File: src/rtl/alu_mdu.sv
// Iterative MULT/MULTU/DIV/DIVU unit writing HI/LO, one iteration per clock.
// Define ALU_MDU_SIGNED_EN to compile in signed MULT/DIV (op[1]).
module alu_mdu #(
  parameter int WIDTH = 32
) (
  input  logic             clk,
  input  logic             rst_n,
  input  logic             start,
  input  logic [1:0]       op,
  input  logic [WIDTH-1:0] srca,
  input  logic [WIDTH-1:0] srcb,
  output logic             busy,
  output logic             done,
  output logic [WIDTH-1:0] hi,
  output logic [WIDTH-1:0] lo,
  output logic             div_by_zero
);

  localparam int CW = $clog2(WIDTH + 1);

  typedef enum logic {
    IDLE,
    RUN
  } state_t;

  state_t         state;
  logic [CW-1:0]  count;
  logic           is_div;
  logic           dz;
  logic [WIDTH-1:0] acc;
  logic [WIDTH-1:0] q;
  logic [WIDTH-1:0] b;

  logic [WIDTH:0]   msum;
  logic [WIDTH+1:0] diff;
  logic [WIDTH-1:0] acc_n;
  logic [WIDTH-1:0] q_n;
  logic [WIDTH-1:0] hi_n;
  logic [WIDTH-1:0] lo_n;
  logic [WIDTH-1:0] a_in;
  logic [WIDTH-1:0] b_in;

  // diff[WIDTH] is always 0 when the trial subtract succeeds
  logic unused_diff;
  assign unused_diff = diff[WIDTH];

`ifdef ALU_MDU_SIGNED_EN
  logic             sa;
  logic             sb;
  logic [2*WIDTH-1:0] prod;

  always_comb begin
    a_in = srca;
    b_in = srcb;
    if (op[1] && srca[WIDTH-1]) a_in = -srca;
    if (op[1] && srcb[WIDTH-1]) b_in = -srcb;
  end
`else
  logic unused_op;
  assign unused_op = op[1];
  assign a_in = srca;
  assign b_in = srcb;
`endif

  // q holds the multiplier (shifted out LSB first) or the
  // dividend (shifted out MSB first, quotient shifted in)
  always_comb begin
    msum = {1'b0, acc} + (q[0] ? {1'b0, b} : '0);
    diff = {1'b0, acc, q[WIDTH-1]} - {2'b00, b};
    if (is_div) begin
      if (!diff[WIDTH+1]) acc_n = diff[WIDTH-1:0];
      else                acc_n = {acc[WIDTH-2:0], q[WIDTH-1]};
      q_n = {q[WIDTH-2:0], ~diff[WIDTH+1]};
    end else begin
      acc_n = msum[WIDTH:1];
      q_n   = {msum[0], q[WIDTH-1:1]};
    end
  end

  always_comb begin
    hi_n = acc_n;
    lo_n = q_n;
`ifdef ALU_MDU_SIGNED_EN
    prod = {acc_n, q_n};
    if (is_div) begin
      if (sa ^ sb) lo_n = -q_n;
      if (sa)      hi_n = -acc_n;
    end else if (sa ^ sb) begin
      prod = -prod;
      hi_n = prod[2*WIDTH-1:WIDTH];
      lo_n = prod[WIDTH-1:0];
    end
`endif
    // remainder already equals srca here, quotient is forced
    if (dz) lo_n = '1;
  end

  always_ff @(posedge clk) begin
    if (!rst_n) begin
      state       <= IDLE;
      busy        <= 1'b0;
      done        <= 1'b0;
      hi          <= '0;
      lo          <= '0;
      div_by_zero <= 1'b0;
      count       <= '0;
      is_div      <= 1'b0;
      dz          <= 1'b0;
      acc         <= '0;
      q           <= '0;
      b           <= '0;
`ifdef ALU_MDU_SIGNED_EN
      sa          <= 1'b0;
      sb          <= 1'b0;
`endif
    end else begin
      done <= 1'b0;
      unique case (state)
        IDLE: begin
          if (start) begin
            state       <= RUN;
            busy        <= 1'b1;
            div_by_zero <= 1'b0;
            is_div      <= op[0];
            dz          <= op[0] && (srcb == '0);
            acc         <= '0;
            count       <= CW'(WIDTH);
            if (op[0]) begin
              q <= a_in;
              b <= b_in;
            end else begin
              q <= b_in;
              b <= a_in;
            end
`ifdef ALU_MDU_SIGNED_EN
            sa <= op[1] && srca[WIDTH-1];
            sb <= op[1] && srcb[WIDTH-1];
`endif
          end
        end
        RUN: begin
          acc   <= acc_n;
          q     <= q_n;
          count <= count - CW'(1);
          if (count == CW'(1)) begin
            state       <= IDLE;
            busy        <= 1'b0;
            done        <= 1'b1;
            hi          <= hi_n;
            lo          <= lo_n;
            div_by_zero <= dz;
          end
        end
        default: state <= IDLE;
      endcase
    end
  end

endmodule

File: config.mk
export PLATFORM = sky130hd
export DESIGN_NAME = alu_mdu
export DESIGN_NICKNAME = d
export VERILOG_FILES = /design/src/rtl/alu_mdu.sv
export SDC_FILE = /design/constraint.sdc
export NUM_CORES = 1
export LEC_CHECK = 0
export CORE_UTILIZATION = 62
export DETAILED_ROUTE_END_ITERATION = 10
export PLACE_DENSITY = 0.83
export SLEW_MARGIN = 25
export SYNTH_ARGS = -nofsm -noshare
export SYNTH_HDL_FRONTEND = slang
export SYNTH_SLANG_ARGS = --single-unit
File: constraint.sdc
create_clock -name clk -period 6.3 [get_ports clk]
set_clock_uncertainty 0.05 [all_clocks]
set_input_delay 0.945 -clock clk [delete_from_list [all_inputs] [get_ports clk]]
set_output_delay 0.945 -clock clk [all_outputs]
set_load 0.05 [all_outputs]
Word level (Yosys, flattened, before mapping):

Cells that the tools add are included.

* bits in registers: 172
* latch bits: 0
* memory bits (writable): 0
* memory bits (read-only): 0
* input bits: 69
* output and inout bits: 67
* logic and storage cells: 49
* memories: 0

* add/subtract/negate cells: 3
* multipliers: 0
* div/mod/pow operators: 0
* magnitude comparators: 0
* equal/unequal tests: 3
* shift-type cells: 0
* multiplexer cells: 23
* bitwise operators: 2
* reductions and logical operators: 6

Operators by type and width (count)
* 32-bit 2-to-1 mux: 9
* 32-bit one-hot mux with 2 select lines: 2
* 33-bit by 32-bit subtractor with 34-bit output: 1
* 32-bit by 32-bit adder with 33-bit output: 1
* 32-bit logical NOT: 1
* 6-bit one-hot mux with 2 select lines: 1
* 2-bit AND reduction: 4
* 1-bit 2-to-1 mux: 7
* 6-bit by 1-bit == test with 1-bit output (second input constant): 1
* 6-bit 2-to-1 mux: 1
* 1-bit one-hot mux with 2 select lines: 3
* 6-bit by 1-bit subtractor with 6-bit output (second input constant): 1
* 2-bit by 1-bit != test with 1-bit output (second input constant): 1
* 2-bit != test (second input constant): 1
* 1-bit NOT: 2
* 1-bit logical AND: 1

Logic depth before layout (Yosys ltp):

* depth in word-level cells: 4
* depth in mapped cells: 13
* depth with buffers taken out: 13

Least setup slack after synthesis:

No wires, ideal clock.

* kind: register -> register
* start point: reg q[31]
* end point: reg hi[28]
* library setup time: 0.112 ns
* arrival: 2.850 ns
* required time: 6.138 ns
* slack: 3.288 ns
* cell stages (with the launch flop): 14
* path buffers: 0
* period minus slack after synthesis: 3.012 ns
* path through: dfxtp_1 -> inv_1 -> ha_1 -> inv_1 -> fa_1 -> a21o_1 -> a311o_1 -> a41oi_2 -> o31ai_2 -> o211ai_1 -> or3b_1 -> xor2_1 -> mux2i_1 -> a2111oi_1

* longest elaborated chain between the ends: 3

RTL lines
* from (decl): RTL line 31 `logic [WIDTH-1:0] q;`
* from (signal assigned): RTL line 129 `q <= a_in;`
* from (signal assigned): RTL line 132 `q <= b_in;`
* from (signal assigned): RTL line 143 `q <= q_n;`
* 33-bit by 32-bit subtractor with 34-bit output: RTL line 69 `diff = {1'b0, acc, q[WIDTH-1]} - {2'b00, b};`
* 32-bit 2-to-1 mux: RTL line 71 `if (!diff[WIDTH+1]) acc_n = diff[WIDTH-1:0];`
* 32-bit 2-to-1 mux: RTL line 70 `if (is_div) begin`
* to (signal assigned): RTL line 149 `hi <= hi_n;`
* to (decl): RTL line 14 `output logic [WIDTH-1:0] hi,`

Every way passes these cells.
A chain may end at the register's enable or synchronous reset.

Final worst setup path:

* start point: reg b[6]
* end point: reg hi[23]

* longest elaborated chain between the ends: 3
* elaborated cells between the ends (all ways): 5
* those cells by class: add/sub (2); mux (3)

RTL lines
* from (decl): RTL line 32 `logic [WIDTH-1:0] b;`
* from (signal assigned): RTL line 130 `b <= b_in;`
* from (signal assigned): RTL line 133 `b <= a_in;`
* 33-bit by 32-bit subtractor with 34-bit output or 32-bit 2-to-1 mux (tied branches): RTL line 69, 68
* 32-bit 2-to-1 mux or 32-bit by 32-bit adder with 33-bit output (tied branches): RTL line 71, 68
* 32-bit 2-to-1 mux (*): RTL line 70

Every way passes the cells marked *; elsewhere a longest branch is shown, timed or not.

==> results.sh <==
export IMPL_clock_root_buffer="clkbuf_16"
export IMPL_htreeDepth=4
export IMPL_post_cts_setup_buffers=0
export IMPL_status="finished with violations"
export IMPL_synth_seq_cells=172
export IMPL_violations="DRC"
export IMPL_path_clk_slew_ns=0.08
export IMPL_crit_fanout=20
export IMPL_powerDensity_nw_per_um2=217
export IMPL_rsz0062_at_grt="false"
export IMPL_core_area_um2=18100
export IMPL_drt_initial_drc_count=1035
export IMPL_multi_input_comb_area_um2=7610
export IMPL_async_flop_share_pct=0
export IMPL_cts_sinks=172
export IMPL_grt_max_degree=84
export IMPL_grt_pass1_vias=10700
export IMPL_slew_headroom_pct=28.0
export IMPL_worst_setup_path_start_kind="register"
export IMPL_p_total_uw=2950
export IMPL_hold_buffers=0
export IMPL_grt_util_all_layers_pct=36.3
export IMPL_dp_hpwl_um=24400
export IMPL_switchingPower_uw=998
export IMPL_yosysWarnings=0
export IMPL_antenna_cells=0
export IMPL_synth_seq_area_share_pct=29.6
export IMPL_syn_inst=1489
export IMPL_post_route_drc_count=4
export IMPL_period_needed_ns=4.07
export IMPL_grt_ovfl_total=0
export IMPL_dr_pass1_iters=8
export IMPL_synth_top_area_share_pct=29.6
export IMPL_min_period_over_period_pct=64.6
export IMPL_insertion_delay_ns=0.45
export IMPL_postRouteAntennaNets=0
export IMPL_clkPwrFrac_pct=36.3
export IMPL_yosysTopAreaCell="dfxtp_1"
export IMPL_path_cells="inv_1 > ha_1 > a21oi_1 > nand2_1 > o21ai_0 > a21oi_1 > o211ai_2 > and2_1 > o21ai_0 > mux2i_1 > o21ai_0"
export IMPL_syn_to_final_growth_pct=16.8
export IMPL_layout_drive_gt1_share_pct=6.83
export IMPL_crit_type="reg -> reg"
export IMPL_die_width_um=139
export IMPL_wl_per_cell_um=19.7
export IMPL_cp_end_kind="register"
export IMPL_yosys_top_cells_area="dfxtp_1 30%, ha_1 7.1%, a21oi_1 6.8%, mux2i_1 6.6%, nor2_1 5.3%"
export IMPL_wirelength_um=35300
export IMPL_die_y_um=139
export IMPL_synth_area_um2=11600
export IMPL_grt_pass1_wl_um=55700
export IMPL_nNetsFinal=1690
export IMPL_synth_avg_cell_area_um2=7.81
export IMPL_ir_drop_mv=0.206
export IMPL_numCtsBuffers=17
export IMPL_fmax_mhz=246
export IMPL_io_pins=136
export IMPL_power_leakage_uw=0.00550
export IMPL_seq_power_share_pct=40.7
export IMPL_antenna_found_initial=0
export IMPL_setup_viol=0
export IMPL_seq_area_um2=3450
export IMPL_fin_setup_tns_ns=0
export IMPL_slew_violations=0
export IMPL_worst_pin_slew_ns=1.08
export IMPL_cap_violations=0
export IMPL_fillers=1411
export IMPL_postCtsResizedCells=0
export IMPL_whs_ns=0.403
export IMPL_clockBufferDepth=2
export IMPL_start_util_pct=64.0
export IMPL_cp_common_cell="o21ai_0"
export IMPL_hold_path_class="reg -> reg"
export IMPL_p_sw_share_pct=33.8
export IMPL_cts_tree="yes"
export IMPL_synth_distinct_cells=71
export IMPL_synth_flop_cell="dfxtp_1"
export IMPL_place_gp_congestion=0.921
export IMPL_hold_viol_final=0
export IMPL_worstPathArrival_ns=4.31
export IMPL_reg2reg_depth=11
export IMPL_cpMaxStageDelayCell="and2_1"
export IMPL_io_buffers=134
export IMPL_hold_depth=2
export IMPL_cp_slowest_stage_delay_ns=0.91
export IMPL_die_area_um2=19300
export IMPL_rows=49
export IMPL_p_int_uw=1950
export IMPL_p_comb_share_pct=23.0
export IMPL_via_count=11500
export IMPL_crit_required_ns=6.54
export IMPL_viasPerCell=6.43
export IMPL_syn_num_nets=1626
export IMPL_synth_enable_flop_cells=0
[power groups by stage]
stage,Sequential (uW),Clock (uW),Combinational [uW]
after global routing,1200,1120,739
after global placement,1220,0,648
after CTS,1200,1070,667
after floorplan,1210,0,477
after detailed placement,1220,0,659
final,1200,1070,679
[final cells by class]
class                      count  area share, %
sequential                   172           25.4
tap                          229           2.11
timing repair buffer         146           10.5
inverter                      52           1.45
multi-input combinational   1164           56.1
clock buffer                  17           3.14
clock inverter                15           1.26
[synthesized netlist by cell type (5+ instances only)]
cell type and instances:
o21bai_1 7, nand2b_1 8, o21a_1 7, ha_1 66, inv_1 52, mux2i_1 77
nor2b_1 6, o211ai_1 17, xor2_1 16, a31oi_1 15, a211oi_1 74, a21oi_1 159
nand2_1 126, nor3_1 16, and3_1 9, mux2_2 33, nor2_1 163, and2_1 38
buf_2 5, a32o_1 8, xnor2_1 37, a311oi_1 5, o21ai_0 114, a21o_1 27
nor4_1 11, a22o_1 9, nand4_1 5, nand3_1 38, dfxtp_1 172, buf_1 13
a31o_2 8, clkbuf_1 82
[cell families after synthesis]
| kind of cell | after synthesis | synth area share, % |
|---|---|---|
| AOI/OAI and AO/OA | 493 | 26.9 |
| and+or+nand+nor | 440 | 17.2 |
| DFF | 172 | 29.6 |
| buffers and inverters | 153 | 5.01 |
| muxes | 110 | 9.83 |
| adders and majority gates | 68 | 7.45 |
| xor gates and xnor gates | 53 | 3.99 |
[path summary, 6_finish.rpt]
kind / endpoint / slack [ns] / from
min reg2reg: lo[4]$_SDFFE_PN0P_ / 0.40 / lo[4]$_SDFFE_PN0P_
min: lo[4]$_SDFFE_PN0P_ / 0.40 / lo[4]$_SDFFE_PN0P_
max reg2reg: hi[23]$_SDFFE_PN0P_ / 2.23 / b[6]$_SDFFE_PN0P_
max: hi[23]$_SDFFE_PN0P_ / 2.23 / b[6]$_SDFFE_PN0P_
[through the flow]
step                utilization (%)  instance area (um^2)  worst slack, ns  cells
floorplan                         -                 11600             3.29   1489
global placement               71.4                 13000             2.15   1762
detailed placement             71.4                 13000             2.47   1762
CTS                            74.7                 13600             2.40   1794
global route                   74.8                 13600             2.02   1795
finish                         74.8                 13600             2.23   1795
[state kept, by name, summed over array words and instances (netlist names)]
| name | flops |
|---|---|
| done | 1 |
| state | 1 |
| div_by_zero | 1 |
| is_div | 1 |
| lo | 32 |
| q | 32 |
| hi | 32 |
| b | 32 |
| busy | 1 |
| count | 6 |
| acc | 32 |
| dz | 1 |
[per-layer routing]
layer  global-route usage (%)  wire length [um]  vias up  share of wire, %
met3                     6.94              3390       81               9.6
li1                         -                 -     5521                 -
met4                     14.1              1120        0               3.2
met5                        0                 0        -                 0
met2                     57.5             15600      564                44
met1                     48.6             15200     5372                43
[cells in the final DEF, fill, tap and decap left out, types with 8 or more instances in the layout]
master | netlist | final
xnor2_1 | 37 | 37
clkbuf_16 | 0 | 17
ha_1 | 66 | 66
a21o_1 | 27 | 27
mux2_2 | 33 | 33
and2_1 | 38 | 38
a32o_1 | 8 | 8
nand2b_1 | 8 | 8
nand3_1 | 38 | 38
xor2_1 | 16 | 16
nor2_1 | 163 | 162
nand2_1 | 126 | 126
a31o_2 | 8 | 8
o21ai_0 | 114 | 114
and3_1 | 9 | 9
mux2i_1 | 77 | 77
nor3_1 | 16 | 15
inv_1 | 52 | 51
a21oi_1 | 159 | 159
nor4_1 | 11 | 11
clkdlybuf4s50_1 | 0 | 132
dfxtp_1 | 172 | 168
a22o_1 | 9 | 9
buf_4 | 0 | 12
a211oi_1 | 74 | 74
a31oi_1 | 15 | 15
o211ai_1 | 17 | 17
[critical path: cells and delay by family, from the launching register on]
| kind | cells | cell delay (ns) |
|---|---|---|
| compound gates | 6 | 1.78 |
| mux | 1 | 0.29 |
| buf+inv | 1 | 0.06 |
| flops | 1 | 0.38 |
| simple gates | 2 | 1.01 |
| fa+ha+maj | 1 | 0.35 |
Note: power is estimated with default switching activity, not from simulation.
